`src/rtl/llr_mem_ctrl_pkg.sv`:
```
// Shared types and code-size helpers for the LLR memory sequencing controller.
package llr_mem_ctrl_pkg;

  localparam int unsigned LLR_WORD_W = 64;

  localparam logic [1:0] CODE_N64     = 2'd0;
  localparam logic [1:0] CODE_N256    = 2'd1;
  localparam logic [1:0] CODE_N1024   = 2'd2;
  localparam logic [1:0] CODE_ILLEGAL = 2'd3;

  typedef enum logic [2:0] {
    ST_IDLE,
    ST_LOAD,
    ST_SERVE,
    ST_ROTATE,
    ST_DONE
  } state_t;

  // Index of the final 64-bit word of a codeword (8 / 32 / 128 words).
  function automatic logic [6:0] last_word(input logic [1:0] code);
    case (code)
      CODE_N64:  return 7'd7;
      CODE_N256: return 7'd31;
      default:   return 7'd127;
    endcase
  endfunction

  // Index of the final 128-LLR block of a codeword (1 / 2 / 8 blocks).
  function automatic logic [2:0] last_blk(input logic [1:0] code);
    case (code)
      CODE_N64:  return 3'd0;
      CODE_N256: return 3'd1;
      default:   return 3'd7;
    endcase
  endfunction

endpackage

```
`src/rtl/llr_mem_ctrl_if.sv`:
```
// Bundle of the controller's input stream, memory control and decoder hand-off signals.
interface llr_mem_ctrl_if #(
  parameter int unsigned WORD_W = llr_mem_ctrl_pkg::LLR_WORD_W
) ();
  logic              i_start;
  logic [1:0]        i_code;
  logic              i_in_valid;
  logic              o_in_ready;
  logic [WORD_W-1:0] i_in_data;
  logic              o_mem_wen;
  logic [WORD_W-1:0] o_mem_data;
  logic [1:0]        o_mem_code;
  logic              o_mem_rotate;
  logic              o_blk_valid;
  logic [2:0]        o_blk_idx;
  logic              i_blk_done;
  logic              o_busy;
  logic              o_done;
  logic              o_err;

  modport master (
    output i_start, i_code, i_in_valid, i_in_data, i_blk_done,
    input  o_in_ready, o_mem_wen, o_mem_data, o_mem_code, o_mem_rotate,
           o_blk_valid, o_blk_idx, o_busy, o_done, o_err
  );

  modport slave (
    input  i_start, i_code, i_in_valid, i_in_data, i_blk_done,
    output o_in_ready, o_mem_wen, o_mem_data, o_mem_code, o_mem_rotate,
           o_blk_valid, o_blk_idx, o_busy, o_done, o_err
  );
endinterface

```
`src/rtl/llr_mem_ctrl.sv`:
```
// Loads a codeword into the shift-write LLR memory, then serves it block by block.
// Optional LLR_MEM_CTRL_RESTORE_EN adds a final rotation returning memory to load order.
module llr_mem_ctrl
  import llr_mem_ctrl_pkg::*;
(
  input logic           i_clk,
  input logic           i_rst,
  llr_mem_ctrl_if.slave bus
);

  state_t     state_q, state_d;
  logic [6:0] word_cnt_q;
  logic [2:0] blk_idx_q;
  logic [1:0] code_q;
  logic       err_q;
  logic       start_ok;
  logic       in_hs;
  logic       last_blk_hit;

  assign start_ok     = bus.i_start && (bus.i_code != CODE_ILLEGAL);
  assign in_hs        = (state_q == ST_LOAD) && bus.i_in_valid;
  assign last_blk_hit = (blk_idx_q == last_blk(code_q));

  always_ff @(posedge i_clk or posedge i_rst) begin
    if (i_rst) begin
      state_q    <= ST_IDLE;
      word_cnt_q <= '0;
      blk_idx_q  <= '0;
      code_q     <= CODE_ILLEGAL;
      err_q      <= 1'b0;
    end else begin
      state_q <= state_d;
      err_q   <= bus.i_start && ((state_q != ST_IDLE) || (bus.i_code == CODE_ILLEGAL));
      case (state_q)
        ST_IDLE: begin
          if (start_ok) begin
            code_q     <= bus.i_code;
            word_cnt_q <= '0;
            blk_idx_q  <= '0;
          end
        end
        ST_LOAD:   if (in_hs) word_cnt_q <= word_cnt_q + 7'd1;
        // Rotation off the last block only happens on the restore pass; index wraps to 0.
        ST_ROTATE: blk_idx_q <= last_blk_hit ? '0 : blk_idx_q + 3'd1;
        default: ;
      endcase
    end
  end

  always_comb begin
    state_d = state_q;
    case (state_q)
      ST_IDLE:   if (start_ok) state_d = ST_LOAD;
      ST_LOAD:   if (in_hs && (word_cnt_q == last_word(code_q))) state_d = ST_SERVE;
      ST_SERVE: begin
        if (bus.i_blk_done) begin
          if (!last_blk_hit) state_d = ST_ROTATE;
`ifdef LLR_MEM_CTRL_RESTORE_EN
          else if (code_q != CODE_N64) state_d = ST_ROTATE;
`endif
          else state_d = ST_DONE;
        end
      end
      ST_ROTATE: state_d = last_blk_hit ? ST_DONE : ST_SERVE;
      ST_DONE:   state_d = ST_IDLE;
      default:   state_d = ST_IDLE;
    endcase
  end

  assign bus.o_in_ready   = (state_q == ST_LOAD);
  assign bus.o_mem_wen    = in_hs;
  assign bus.o_mem_data   = (state_q == ST_LOAD) ? bus.i_in_data : '0;
  assign bus.o_mem_code   = code_q;
  assign bus.o_mem_rotate = (state_q == ST_ROTATE);
  assign bus.o_blk_valid  = (state_q == ST_SERVE);
  assign bus.o_blk_idx    = blk_idx_q;
  assign bus.o_busy       = (state_q != ST_IDLE);
  assign bus.o_done       = (state_q == ST_DONE);
  assign bus.o_err        = err_q;

endmodule

```
`src/flat_wrapper.sv`:
```
// flat-port wrapper written by rule: the top's interface ports become plain ports
module llr_mem_ctrl_flat import llr_mem_ctrl_pkg::*;
  (i_clk, i_rst, bus_i_start, bus_i_code, bus_i_in_valid, bus_i_in_data, bus_i_blk_done, bus_o_in_ready, bus_o_mem_wen, bus_o_mem_data, bus_o_mem_code, bus_o_mem_rotate, bus_o_blk_valid, bus_o_blk_idx, bus_o_busy, bus_o_done, bus_o_err);
  llr_mem_ctrl_if #(.WORD_W(64)) bus_i ();
  input logic i_clk;
  input logic i_rst;
  input wire logic [$bits(bus_i.i_start)-1:0] bus_i_start;
  input wire logic [$bits(bus_i.i_code)-1:0] bus_i_code;
  input wire logic [$bits(bus_i.i_in_valid)-1:0] bus_i_in_valid;
  input wire logic [$bits(bus_i.i_in_data)-1:0] bus_i_in_data;
  input wire logic [$bits(bus_i.i_blk_done)-1:0] bus_i_blk_done;
  output wire logic [$bits(bus_i.o_in_ready)-1:0] bus_o_in_ready;
  output wire logic [$bits(bus_i.o_mem_wen)-1:0] bus_o_mem_wen;
  output wire logic [$bits(bus_i.o_mem_data)-1:0] bus_o_mem_data;
  output wire logic [$bits(bus_i.o_mem_code)-1:0] bus_o_mem_code;
  output wire logic [$bits(bus_i.o_mem_rotate)-1:0] bus_o_mem_rotate;
  output wire logic [$bits(bus_i.o_blk_valid)-1:0] bus_o_blk_valid;
  output wire logic [$bits(bus_i.o_blk_idx)-1:0] bus_o_blk_idx;
  output wire logic [$bits(bus_i.o_busy)-1:0] bus_o_busy;
  output wire logic [$bits(bus_i.o_done)-1:0] bus_o_done;
  output wire logic [$bits(bus_i.o_err)-1:0] bus_o_err;
  assign bus_i.i_start = bus_i_start;
  assign bus_i.i_code = bus_i_code;
  assign bus_i.i_in_valid = bus_i_in_valid;
  assign bus_i.i_in_data = bus_i_in_data;
  assign bus_i.i_blk_done = bus_i_blk_done;
  assign bus_o_in_ready = bus_i.o_in_ready;
  assign bus_o_mem_wen = bus_i.o_mem_wen;
  assign bus_o_mem_data = bus_i.o_mem_data;
  assign bus_o_mem_code = bus_i.o_mem_code;
  assign bus_o_mem_rotate = bus_i.o_mem_rotate;
  assign bus_o_blk_valid = bus_i.o_blk_valid;
  assign bus_o_blk_idx = bus_i.o_blk_idx;
  assign bus_o_busy = bus_i.o_busy;
  assign bus_o_done = bus_i.o_done;
  assign bus_o_err = bus_i.o_err;
  llr_mem_ctrl u_core (.i_clk(i_clk), .i_rst(i_rst), .bus(bus_i));
endmodule
```
`config.mk`:
```
export PLATFORM = sky130hd
export DESIGN_NAME = llr_mem_ctrl_flat
export DESIGN_NICKNAME = d
export VERILOG_FILES = /design/src/rtl/llr_mem_ctrl_pkg.sv /design/src/rtl/llr_mem_ctrl_if.sv /design/src/rtl/llr_mem_ctrl.sv /design/src/flat_wrapper.sv
export SDC_FILE = /design/constraint.sdc
export NUM_CORES = 1
export LEC_CHECK = 0
export ABC_AREA = 1
export BUFFER_PORTS_ARGS = -buffer_cell sky130_fd_sc_hd__buf_2
export CAP_MARGIN = 10
export CORE_MARGIN = 2
export CORE_UTILIZATION = 39
export CTS_CLUSTER_DIAMETER = 40
export DETAILED_ROUTE_END_ITERATION = 7
export PLACE_DENSITY = 0.87
export SLEW_MARGIN = 25
export SYNTH_ARGS = -nofsm -noshare
export SYNTH_HDL_FRONTEND = slang
export SYNTH_SLANG_ARGS = --single-unit
```
`constraint.sdc`:
```
create_clock -name i_clk -period 2.2 [get_ports i_clk]
set_clock_uncertainty 0.05 [all_clocks]
set_input_delay 0.22 -clock i_clk [delete_from_list [all_inputs] [get_ports i_clk]]
set_output_delay 0.22 -clock i_clk [all_outputs]
set_load 0.03 [all_outputs]
```
---- Yosys cells after proc, flatten, opt, wreduce, memory -nomap -nowiden ----
Index checks and enable logic that the tools add are counted.
storage, ports and cells
  memories kept ........................... 0
  output and inout port bits .............. 76
  word-level logic and storage cells ...... 50
  memory bits (read-only) ................. 0
  bits of input ports ..................... 71
  bits in latches ......................... 0
  register bits after elaboration ......... 16
  RAM bits ................................ 0
cells by class
  divide/modulo/power cells ............... 0
  equality and inequality tests ........... 13
  $mul .................................... 0
  reduce and logical (&&, ||, !) cells .... 14
  multiplexer cells ....................... 16
  order comparisons ....................... 0
  add/sub/neg operators ................... 2
  bitwise operators ....................... 0
  shift-type cells ........................ 0
operators with widths
  kind                 number
  $mux 64              1
  $pmux 7 s2           2
  $mux 3               7
  $mux 7               3
  $pmux 3 s2           2
  $pmux 3 s4           1
  $add 7x1->7 const B  1
  $eq 7x7->1           1
  $eq 3x2->1 const B   2
  $ne 2x1->1 const B   3
  $reduce_and 3->1     2
  $logic_and 1x1->1    4
  $ne 2x2->1 const B   2
  $reduce_and 2->1     2
  $reduce_bool 2->1    2
  $add 3x1->3 const B  1
  $eq 3x1->1 const B   1
  $eq 3x3->1           1
  $eq 3x3->1 const B   1
  $logic_not 3->1      1
  $reduce_bool 3->1    1
  $eq 2x1->1 const B   1
  $eq 2x2->1 const B   1
  $logic_not 2->1      1
  $logic_or 1x1->1     1

---- Longest topological paths before layout ----
Gate-level depths: netlist of the first run.
  depth after elaboration ................. 7
  mapped depth ............................ 9
  gate-level depth less buffers ........... 9

---- Worst setup path after synthesis of the first run ----
Ideal clock, no wire load.
  kind .................................... reg-to-output
  from .................................... reg u_core.state_q[1]
  to ...................................... out bus_o_mem_data[12]
  buffers on the path ..................... 2
  required time ........................... 1.930 ns
  slack ................................... 0.555 ns
  cell stages (with the launch flop) ...... 6
  arrival ................................. 1.375 ns
  cell sequence ........................... dfrtp_1 > nor2_4 > nand2_2 > buf_2 > buf_2 > nor2_1
on the way
  word-level cells in the longest chain between the ends .. 2
RTL lines
  what                    line                source
  from (decl)             llr_mem_ctrl.sv:11  state_t state_q, state_d;
  from (signal assigned)  llr_mem_ctrl.sv:32  state_q <= state_d;
  $eq 3x1->1              llr_mem_ctrl.sv:72  assign bus.o_mem_data = (state_q == ST_LOAD) ? bus.i_in_data : '0;
  $mux 64                 llr_mem_ctrl.sv:72
  to (decl)               flat_wrapper.sv:14  output wire logic [$bits(bus_i.o_mem_data)-1:0] bus_o_mem_data;
No other way between the ends.

---- Worst setup path in the final report of the first run ----
  from .................................... reg u_core.state_q[1]
  to ...................................... out bus_o_mem_data[61]
The elaborated chain is that of the path after synthesis.

==> impl_results.md, run 1 <==
- Critical R2R Capture: u_core.word_cnt_q[3]$_DFFE_PP0P_
- Biggest cell delay along the critical path: ~430 ps
- CTS tree: yes
- Post-Synth Simple-Gate Area: 40.2%
- # diodes: 0
- Syn Nets: 338
- Worst EP required: 1930 ps
- Status: finished clean
- Latest clock arrival within the worst-skew pair: 260 ps
- Hold Path Depth: 3
- Int Power: between 1000 and 1500 µW
- Worst Setup Start Kind: flop
- Fin. Hold Viols: 0
- GPL Wtd Cong: 0.840
- Share of post-route cells with drive strength above 1: 40.2%
- Clock Pin Slew Worst Setup and Hold Paths: 60 ps
- Top cell type's share of synthesized area: 23.8%
- Register share of total power: between 10 and 15%
- Synth area leader: dfrtp_1
- Vias per Instance: about 4.2
- Compound-gate portion of the synthesized area: about 4.8%
- First-pass GRT wire length: 6960 µm
- Net switching power figure: 2130 µW
- Max Slew Vio Count: 0
- Largest family of logic cells by synthesized area: simple AND/OR/NAND/NOR gates
- Worst-Margin Slew: 609 ps
- Post-layout min period: 1770 ps
- Final setup fails: 0
- CP startpoint: u_core.state_q[1]$_DFFE_PP0P_
- Crit-path cells: nor2_4, nand2_2, buf_12, nor2_1, buf_2
- Mapped Area: 1470 µm²
- Vias in the first global route: 1639
- Yosys reg bits: 16
- Die area: roughly 4300 µm²
- Worst hold start: bus_i_start
- Bufs and invs on worst path: 2
- FF-to-FF path depth: 9
- Num CTS Buffers: 3
- Number of max-cap violations: 0
- Cells after synthesis: ~270
- Storage cell area: 403 µm²
- Setup_tns: 0 ps
- Drt wl/cell: 10.0 µm
- CP max FO: 67
- GRT overflow: 0
- Post-Synth XOR/XNOR Area: 1.78%
- Via count: slightly below 2000
- DRC violation count after routing: 0
- Logic pwr share: between 70% and 80%
- RSZ-0062 raised after global routing: false
- CP endpoint kind: primary output
- Peak Freq: 566 MHz
- Core Box Area: 3630 µm²
- Post-cts sizing count: 0
- CTS Sinks: 16
- Seq/Total Area, Yosys: 27.3%
- Drt pass-1 iters: 4
- Dpl cell area: about 2300 µm²
- Top delay family on crit path: flip-flops
- Die height: 65.5 µm
- Mux contribution to synthesized area: 0%
- Pin count of the biggest net entering global routing: 68
- Hold endpoint: u_core.bus.o_err$_DFF_PP0_
- Synth warn: 0
- Final Hold Slack: ~130 ps
- Tot Pwr: 3380 µW
- Max transition margin: 59.4%
- Final ANT Viol Nets: 0
- Top post-synthesis cells by area: dfrtp_1 (24%), inv_1 (21%), nor2_1 (20%)
- Initial drt markers: just over 60
- Leak: about 0.0017 µW
- FILL cells: 350
- Post-layout util: 63.7%
- Total GRT Usage: 20.7%
- Slowest stage cell, crit path: dfrtp_1
- Count of port buffers added during placement: about 150
- Final period util: 80.3%
- R2R Setup Slk: ~730 ps
- Final nets: a little under 500
- P per Cell Area: 1460 nW/µm²
- Post-synth cell types: 24
- Post-DP HPWL: 3840 µm
- Overall die width: 65.5 µm
- Fin area: 2320 µm²
- Post-Synth Adder-Cell Area: under 10%
- Worst setup path category: reg2out
- Data arrival time of the critical path: 1500 ps
- Area of the multi-input gates: 714 µm²
- Syn avg cell area: about 5.6 µm²
- Row Count: 22
- Hold crit path type: in2reg
- Synth-to-layout area growth: 57.1%
- Clock power share: under 10%
- Antenna violations before repair: 0
- IR drop worst, VDD: 816 µV
- Initial core utilization: 40.6%
- Clock root buffer master: clkbuf_8
- Sw Share: 62.9%
- Clk buf depth: 2
- Detailed Route WL: 4590 µm
- Reg2reg start: u_core.state_q[1]$_DFFE_PP0P_
- I/O pin count: around 150
- H-Tree Depth: 1
## final cells by class
type,count,share of cell area (%)
Tap cell,48,2.59
Sequential cell,16,17.4
Clock buffer,4,2.38
Timing Repair Buffer,148,32.8
Multi-Input combinational cell,156,30.8
Inverter,86,13.9
## metrics by stage
stage / cells / setup WS (ps)
after floorplan: 265 / 555
after global placement: 453 / 734
after detailed placement: 453 / 714
after CTS: 458 / 432
after global routing: 458 / 358
final: 458 / 433
## worst min-delay path: cells and delay by family
| family | cells | cell delay, ps |
|---|---|---|
| and+or+nand+nor | 1 | 50 |
| buffers and inverters | 2 | 130 |
## state kept, by name, indices dropped and copies added, names as in the netlist
| signal | flops |
|---|---|
| u_core.state_q | 3 |
| u_core.bus.o_blk_idx | 3 |
| u_core.bus.o_mem_code | 2 |
| u_core.bus.o_err | 1 |
| u_core.word_cnt_q | 7 |
## how the worst max path moves through the flow
stage	cells after the start	endpoint
3_3_place_gp	5	bus_o_mem_data[62]
2_1_floorplan	5	bus_o_mem_data[12]
4_1_cts	5	bus_o_mem_data[61]
6_report	5	bus_o_mem_data[61]
5_1_grt	5	bus_o_mem_data[61]
3_5_place_dp	5	bus_o_mem_data[61]
## routing by layer
| metal | wire, µm | global-route usage [%] | vias to the layer above |
|---|---|---|---|
| met5 | 0 | 0 | - |
| met4 | 51 | 4.69 | 0 |
| met3 | 494 | 5.14 | 6 |
| met2 | 2120 | 36.1 | 96 |
| met1 | 1920 | 25.7 | 789 |
| li1 | - | - | 1032 |
## kinds of logic after synthesis
group	Yosys count
simple gates	137
buf+inv	93
flops	16
compound gates	14
xor+xnor	3
fa+ha+maj	2
## synthesized netlist by cell type
library cell  count
dfstp_2           2
a21oi_1           3
nor2_1           77
nand4_1           2
nand3_1          11
o21ai_0           9
clkbuf_1          1
inv_1            82
nor2_8            1
and2_1            1
o21ai_1           1
nand2_4           2
inv_2             4
nand2_1          36
nand2_2           2
buf_2             6
nor2_4            2
nor2_2            1
ha_1              2
o22ai_1           1
dfrtp_1          14
xor2_1            2
xnor2_1           1
nor3_1            2
## repair_timing
| item | 4_1_cts | 5_1_grt |
|---|---|---|
| buffers inserted | 0 | 0 |
| hold endpoints to repair | 5 | 0 |
| hold buffers | 1 | 0 |
## layout by cell type, fill, tap and decap left out
cell,Yosys,layout
xor2_1,2,2
o22ai_1,1,1
xnor2_1,1,1
nor2_1,77,77
buf_2,6,146
a21oi_1,3,3
nor2_2,1,1
nand2_1,36,36
and2_1,1,1
dfstp_2,2,2
dfrtp_1,14,14
buf_12,0,1
inv_2,4,4
nor2_8,1,1
o21ai_1,1,1
ha_1,2,2
inv_1,82,82
nand2_2,2,2
nand2_4,2,2
o21ai_0,9,9
nor2_4,2,2
clkbuf_8,0,4
nand3_1,11,11
nor3_1,2,2
dlygate4sd3_1,0,1
nand4_1,2,2
## power groups by stage
stage                     logic [µW]  registers [µW]  clock network [µW]
final                           2620             500                 263
after global routing            2830             516                 289
after CTS                       2640             502                 271
after detailed placement        2630             506                   0
after global placement          2610             502                   0
after floorplan                 1850             576                   0
Power figures use the tool's default switching activity.
==> run 2: changes to the inputs <==
--- a/config.mk
+++ b/config.mk
@@ -9,10 +9,10 @@
 export BUFFER_PORTS_ARGS = -buffer_cell sky130_fd_sc_hd__buf_2
 export CAP_MARGIN = 10
 export CORE_MARGIN = 2
-export CORE_UTILIZATION = 39
+export CORE_UTILIZATION = 36
 export CTS_CLUSTER_DIAMETER = 40
 export DETAILED_ROUTE_END_ITERATION = 7
-export PLACE_DENSITY = 0.87
+export PLACE_DENSITY = 0.81
 export SLEW_MARGIN = 25
 export SYNTH_ARGS = -nofsm -noshare
 export SYNTH_HDL_FRONTEND = slang
==> constraint.sdc (replaced) <==
create_clock -name i_clk -period 1.8 [get_ports i_clk]
set_clock_uncertainty 0.05 [all_clocks]
set_input_delay 0.18 -clock i_clk [delete_from_list [all_inputs] [get_ports i_clk]]
set_output_delay 0.18 -clock i_clk [all_outputs]
set_load 0.03 [all_outputs]
==> impl_results.md, run 2 (synthesis results as in run 1) <==
- Status: finished clean
- Biggest cell delay along the critical path: 430 ps (about the same)
- Die height: 68.0 µm (+3.8%)
- Latest clock arrival within the worst-skew pair: 250 ps (about the same)
- P per Cell Area: 1810 nW/µm² (+24%)
- Setup_tns: 0 ps (unchanged)
- Data arrival time of the critical path: 1470 ps (-30 ps)
- Met2 GRT Util: 35.7% (-0.42 points)
- Clock Pin Slew Worst Setup and Hold Paths: 60 ps (about the same)
- Max transition margin: 61.1% (+1.7 points)
- GRT overflow: 0 (unchanged)
- Initial core utilization: 37.1% (-3.5 points)
- Fin area: 2350 µm² (+1.4%)
- FF-to-FF path depth: 9 (unchanged)
- Count of port buffers added during placement: 146 (unchanged)
- H-Tree Depth: 1 (unchanged)
- Hold Path Depth: 3 (unchanged)
- Reg2reg start: u_core.bus.o_mem_code[1]$_DFFE_PP1P_
- RSZ-0062 raised after global routing: false
- Worst Setup Start Kind: flop
- Clk buf depth: 2 (unchanged)
- Final nets: 485 (+0.21%)
- Final period util: 94.7%
- Worst-Margin Slew: 583 ps (-25.8 ps)
- Flip-flop count of the largest register after layout: 7 (unchanged)
- Initial drt markers: 84 (+38%)
- # diodes: 0 (unchanged)
- FILL cells: 386 (+10%)
- Antenna violations before repair: 0 (unchanged)
- I/O pin count: 147 (unchanged)
- Post-DP HPWL: 4300 µm (+12%)
- Worst EP required: 1570 ps (-360 ps)
- Register name with the most flops: u_core.word_cnt_q
- Vias per Instance: 4.17 (-0.65%)
- Top delay family on crit path: flip-flops
- Die area: 4620 µm² (+7.8%)
- Core Box Area: 3970 µm² (+9.3%)
- CTS Sinks: 16 (unchanged)
- Worst setup path category: reg2out
- Leak: 0.00170 µW (+0.45%)
- Share of post-route cells with drive strength above 1: 40.4% (+0.15 points)
- Hold endpoint: u_core.bus.o_err$_DFF_PP0_
- Final setup fails: 0 (unchanged)
- First-pass GRT wire length: 7220 µm (+3.8%)
- Final ANT Viol Nets: 0 (unchanged)
- Dpl cell area: 2250 µm² (-0.11%)
- Row Count: 23 (+4.5%)
- R2R Setup Slk: 360 ps (-370 ps)
- Vias in the first global route: 1620 (-1.2%)
- CTS tree: yes
- Pin count of the biggest net entering global routing: 39 (-43%)
- Detailed Route WL: 5190 µm (+13%)
- GPL Wtd Cong: 0.848 (+0.90%)
- Fin. Hold Viols: 0 (unchanged)
- Bufs and invs on worst path: 2 (unchanged)
- DRC violation count after routing: 0 (unchanged)
- CP endpoint kind: primary output
- IR drop worst, VDD: 1050 µV (+28%)
- Drt pass-1 iters: 4 (unchanged)
- Commonest non-fill, non-tap cell in the layout: buf_2
- Met3 usage: 2.30% (-2.8 points)
- Drt wl/cell: 11.3 µm (+12%)
- Hold crit path type: in2reg
- Overall die width: 68.0 µm (+3.8%)
- Post-layout min period: 1700 ps
- Grt peak-use layer: met2
- Total GRT Usage: 20.4% (-0.32 points)
- Slowest stage cell, crit path: dfrtp_1
- Grt met1 use: 26.8% (+1.1 points)
- Crit path depth: 5 (unchanged)
- Clock root buffer master: clkbuf_8
- Critical R2R Capture: u_core.state_q[1]$_DFFE_PP0P_
- Most frequent cells in the layout: buf_2 (140), inv_1 (82), nor2_1 (77)
- Peak Freq: around 590 MHz
- Max Slew Vio Count: 0 (unchanged)
- Synth-to-layout area growth: 59.3%
- Via count: 1923 (unchanged)
- Number of max-cap violations: 0 (unchanged)
- Num CTS Buffers: 3 (unchanged)
- CP max FO: 26 (-61%)
- Worst hold start: bus_i_start
- Crit-path cells: nor2_4, nand2_4, buf_8, nor2_1, clkbuf_4
[run 2: cell types whose count changed in the layout (fill, tap and decap cells not counted), sizes merged]
cell	previous run	this run
buf	147	143
clkbuf	4	9
[run 2: how the worst max path moves through the flow]
stage / endpoint / from / slack [ps]
finish: bus_o_mem_data[37] / u_core.state_q[1]$_DFFE_PP0P_ / 100
floorplan: bus_o_mem_data[12] / u_core.state_q[1]$_DFFE_PP0P_ / 200
global route: bus_o_mem_data[14] / u_core.state_q[1]$_DFFE_PP0P_ / 2
CTS: bus_o_mem_data[1] / u_core.state_q[1]$_DFFE_PP0P_ / 4
global placement: bus_o_mem_data[1] / u_core.state_q[1]$_DFFE_PP0P_ / 340
detailed placement: bus_o_mem_data[34] / u_core.state_q[1]$_DFFE_PP0P_ / 290
[run 2: metrics by stage]
| step | setup slack [ps] | utilization [%] | total power [µW] | cells | hold slack [ps] |
|---|---|---|---|---|---|
| floorplan | 195 | - | 2960 | 265 | 42.3 |
| global placement | 338 | 56.6 | 3780 | 456 | 224 |
| detailed placement | 287 | 56.6 | 3830 | 456 | 236 |
| CTS | 4.07 | 58.3 | 4170 | 461 | 82.6 |
| global route | 2.18 | 59.1 | 4550 | 461 | 99.8 |
| finish | 95.9 | 59.1 | 4250 | 461 | 84.6 |
[run 2: worst reg2reg max path, delay by kind of cell (launching register included)]
| kind | cells | cell delay, ps |
|---|---|---|
| compound gates | 1 | 100 |
| simple gates | 7 | 510 |
| buf+inv | 1 | 70 |
| flops | 1 | 580 |
[run 2: layer usage]
metal | share of wire (%) | routed length [µm] | vias to the layer above
met2 | 48 | 2500 | 71
met5 | 0 | 0 | -
met1 | 43 | 2230 | 814
met4 | 1.1 | 58 | 0
met3 | 7.7 | 398 | 7
li1 | - | - | 1031
[run 2: final cells by class]
cell class,instances,area (µm²),share of cell area (%)
sequential,16,403,17.2
inverter,86,323,13.7
tap,50,62.6,2.66
timing repair buffer,149,786,33.5
multi-input combinational,156,719,30.6
clock buffer,4,55.1,2.34
[run 2: repair_timing]
action                                 4_1_cts  5_1_grt
hold buffers                                 1        0
setup endpoints to repair                    1       62
gates resized for setup                      1       10
setup buffers                                0        0
endpoints found under the hold margin       14        0
[run 2: power breakdown]
group	internal, µW	total [µW]	leakage, µW	switching (µW)
logic	901	3300	0.00146	2400
registers	488	623	0.000207	135
clock network	194	322	0.0000288	127
total	1580	4250	0.00170	2670
==> run 3: changes to the inputs <==
--- a/config.mk
+++ b/config.mk
@@ -9,10 +9,11 @@
 export BUFFER_PORTS_ARGS = -buffer_cell sky130_fd_sc_hd__buf_2
 export CAP_MARGIN = 10
 export CORE_MARGIN = 2
-export CORE_UTILIZATION = 36
+export CORE_UTILIZATION = 37
+export CTS_BUF_LIST = sky130_fd_sc_hd__clkbuf_2
 export CTS_CLUSTER_DIAMETER = 40
 export DETAILED_ROUTE_END_ITERATION = 7
-export PLACE_DENSITY = 0.81
+export PLACE_DENSITY = 0.83
 export SLEW_MARGIN = 25
 export SYNTH_ARGS = -nofsm -noshare
 export SYNTH_HDL_FRONTEND = slang
==> impl_results.md, run 3 (synthesis results as in run 1) <==
- Row Count: 22 (-4.3%)
- Detailed Route WL: 4860 µm (-6.4%)
- P per Cell Area: 1790 nW/µm² (-1.3%)
- Data arrival time of the critical path: 1500 ps (+30 ps)
- Antenna violations before repair: 0 (unchanged)
- Leak: 0.00170 µW (+0.49%)
- Slowest stage cell, crit path: dfrtp_1
- Worst EP required: 1570 ps (about the same)
- Initial core utilization: 39.4% (+2.3 points)
- Crit-path cells: nor2_4, nand2_4, clkbuf_16, nor2_1, buf_4
- Bufs and invs on worst path: 2 (unchanged)
- Count of port buffers added during placement: 146 (unchanged)
- Overall die width: 67.1 µm (-1.3%)
- CP startpoint: u_core.state_q[1]$_DFFE_PP0P_
- Die height: 67.1 µm (-1.3%)
- CP endpoint kind: primary output
- Flip-flop count of the largest register after layout: 7 (unchanged)
- Worst Setup Start Kind: flop
- Final ANT Viol Nets: 0 (unchanged)
- Latest clock arrival within the worst-skew pair: 300 ps (+50 ps)
- Pre-CTS WS: 303 ps (+16.5 ps)
- GPL Wtd Cong: 0.930 (+9.8%)
- Drt wl/cell: 10.5 µm (-6.4%)
- GRT overflow: 0 (unchanged)
- FF-to-FF path depth: 7 (-2)
- Pin count of the biggest net entering global routing: 65 (+67%)
- Commonest non-fill, non-tap cell in the layout: buf_2
- Worst hold start: bus_i_start
- Synth-to-layout area growth: 61.5%
- Via count: 1970 (+2.4%)
- Vias per Instance: 4.27 (+2.4%)
- Status: finished clean
- Max Slew Vio Count: 0 (unchanged)
- RSZ-0062 raised after global routing: true
- Fin area: 2380 µm² (+1.3%)
- Final setup fails: 0 (unchanged)
- # diodes: 0 (unchanged)
- Final Hold Slack: 47.1 ps (-37.4 ps)
- Fin. Hold Viols: 0 (unchanged)
- Hold crit path type: in2reg
- Number of max-cap violations: 0 (unchanged)
- CP max FO: 32 (+23%)
- Most frequent cells in the layout: buf_2 (130), inv_1 (82), nor2_1 (74)
- Final nets: 487 (+0.41%)
- Share of post-route cells with drive strength above 1: 41.2% (+0.77 points)
- Initial drt markers: 41 (-51%)
- Max transition margin: 59.0% (-2.1 points)
- I/O pin count: 147 (unchanged)
- DRC violation count after routing: 0 (unchanged)
- H-Tree Depth: 1 (unchanged)
- Reg2reg start: u_core.state_q[1]$_DFFE_PP0P_
- Worst-Margin Slew: 614 ps (+30.8 ps)
- Die area: 4500 µm² (-2.5%)
- CTS Sinks: 16 (unchanged)
- CTS tree: yes
- IR drop worst, VDD: 845 µV (-19%)
- Num CTS Buffers: 3 (unchanged)
- Register name with the most flops: u_core.word_cnt_q
- Final period util: 96.0% (+1.4 points)
- Total GRT Usage: 19.5% (-0.83 points)
- Tot Pwr: 4250 µW (about the same)
- R2R Setup Slk: 360 ps (about the same)
- Critical R2R Capture: u_core.bus.o_blk_idx[0]$_DFFE_PP0P_
- Core Box Area: 3740 µm² (-5.7%)
- Post-layout min period: 1730 ps (+24.4 ps)
- Post-DP HPWL: 3850 µm (-10%)
- Drt pass-1 iters: 5 (+1)
- Dpl cell area: 2250 µm² (+0.11%)
- Clock root buffer master: clkbuf_2
- Peak Freq: 579 MHz (-1.4%)
- Clk buf depth: 2 (unchanged)
- Clock Pin Slew Worst Setup and Hold Paths: 140 ps (+80 ps)
- Worst setup path category: reg2out
- Biggest cell delay along the critical path: 430 ps (about the same)
- Final WS setup: 71.4 ps (-24.4 ps)
- Vias in the first global route: 1655 (+2.2%)
- First-pass GRT wire length: 6980 µm (-3.3%)
- Top delay family on crit path: flip-flops
- Hold endpoint: u_core.bus.o_err$_DFF_PP0_
- Hold Path Depth: 3 (unchanged)
==> run 3: cell types whose count changed in the layout (fill, tap and decap cells not counted), moves of 2 or more <==
cell,delta
nor2_2,+3
buf_2,-10
buf_8,-2
clkbuf_2,+3
clkbuf_4,-2
buf_4,+14
clkbuf_8,-4
nor2_1,-3
==> run 3: area by class of cell <==
class,instances,area [µm²]
timing repair buffer,151,848
fill,359,1360
tap,48,60.1
clock buffer,3,15.0
sequential,16,403
inverter,86,323
multi-input combinational,156,727
clock inverter,1,3.75
==> run 3: how the worst max path moves through the flow <==
stage / depth (start not counted) / to
after CTS: 5 / bus_o_mem_data[31]
final: 5 / bus_o_mem_data[31]
after detailed placement: 5 / bus_o_mem_data[31]
after global placement: 5 / bus_o_mem_data[31]
after floorplan: 5 / bus_o_mem_data[12]
after global routing: 5 / bus_o_mem_data[3]
==> run 3: through the flow <==
stage	TNS, ps	cells	util, %
global route	-33.0	461	63.6
finish	0	461	63.6
CTS	0	459	62.0
detailed placement	0	453	60.1
global placement	0	453	60.1
floorplan	0	265	-
==> run 3: where the power goes <==
| part | internal, µW | leakage, µW | total (µW) | switching [µW] |
|---|---|---|---|---|
| Combinational | 1050 | 0.00148 | 3470 | 2430 |
| Clock | 48.2 | 0.0000140 | 162 | 114 |
| Sequential | 487 | 0.000207 | 613 | 126 |
| Total | 1580 | 0.00170 | 4250 | 2670 |
==> run 3: worst reg2reg max path: cells and delay by family, from the launching register on <==
kind                   cells  cell delay (ps)
AOI/OAI and AO/OA          2              290
buffers and inverters      2              220
DFF                        1              430
and+or+nand+nor            3              330
==> run 3: timing repair <==
item,CTS,global route
endpoints found under the setup margin,63,64
hold buffers,1,0
gates cloned,0,1
endpoints found under the hold margin,14,0
gates resized for setup,12,11
setup buffers,1,1
pin swaps,0,1
==> run 3: layer usage <==
layer,vias to the layer above,share of wire (%),track usage [%]
met2,79,51,37.1
met4,0,0.43,2.81
met3,3,8.6,2.87
met5,-,0,0
met1,851,40,23.5
li1,1037,-,-
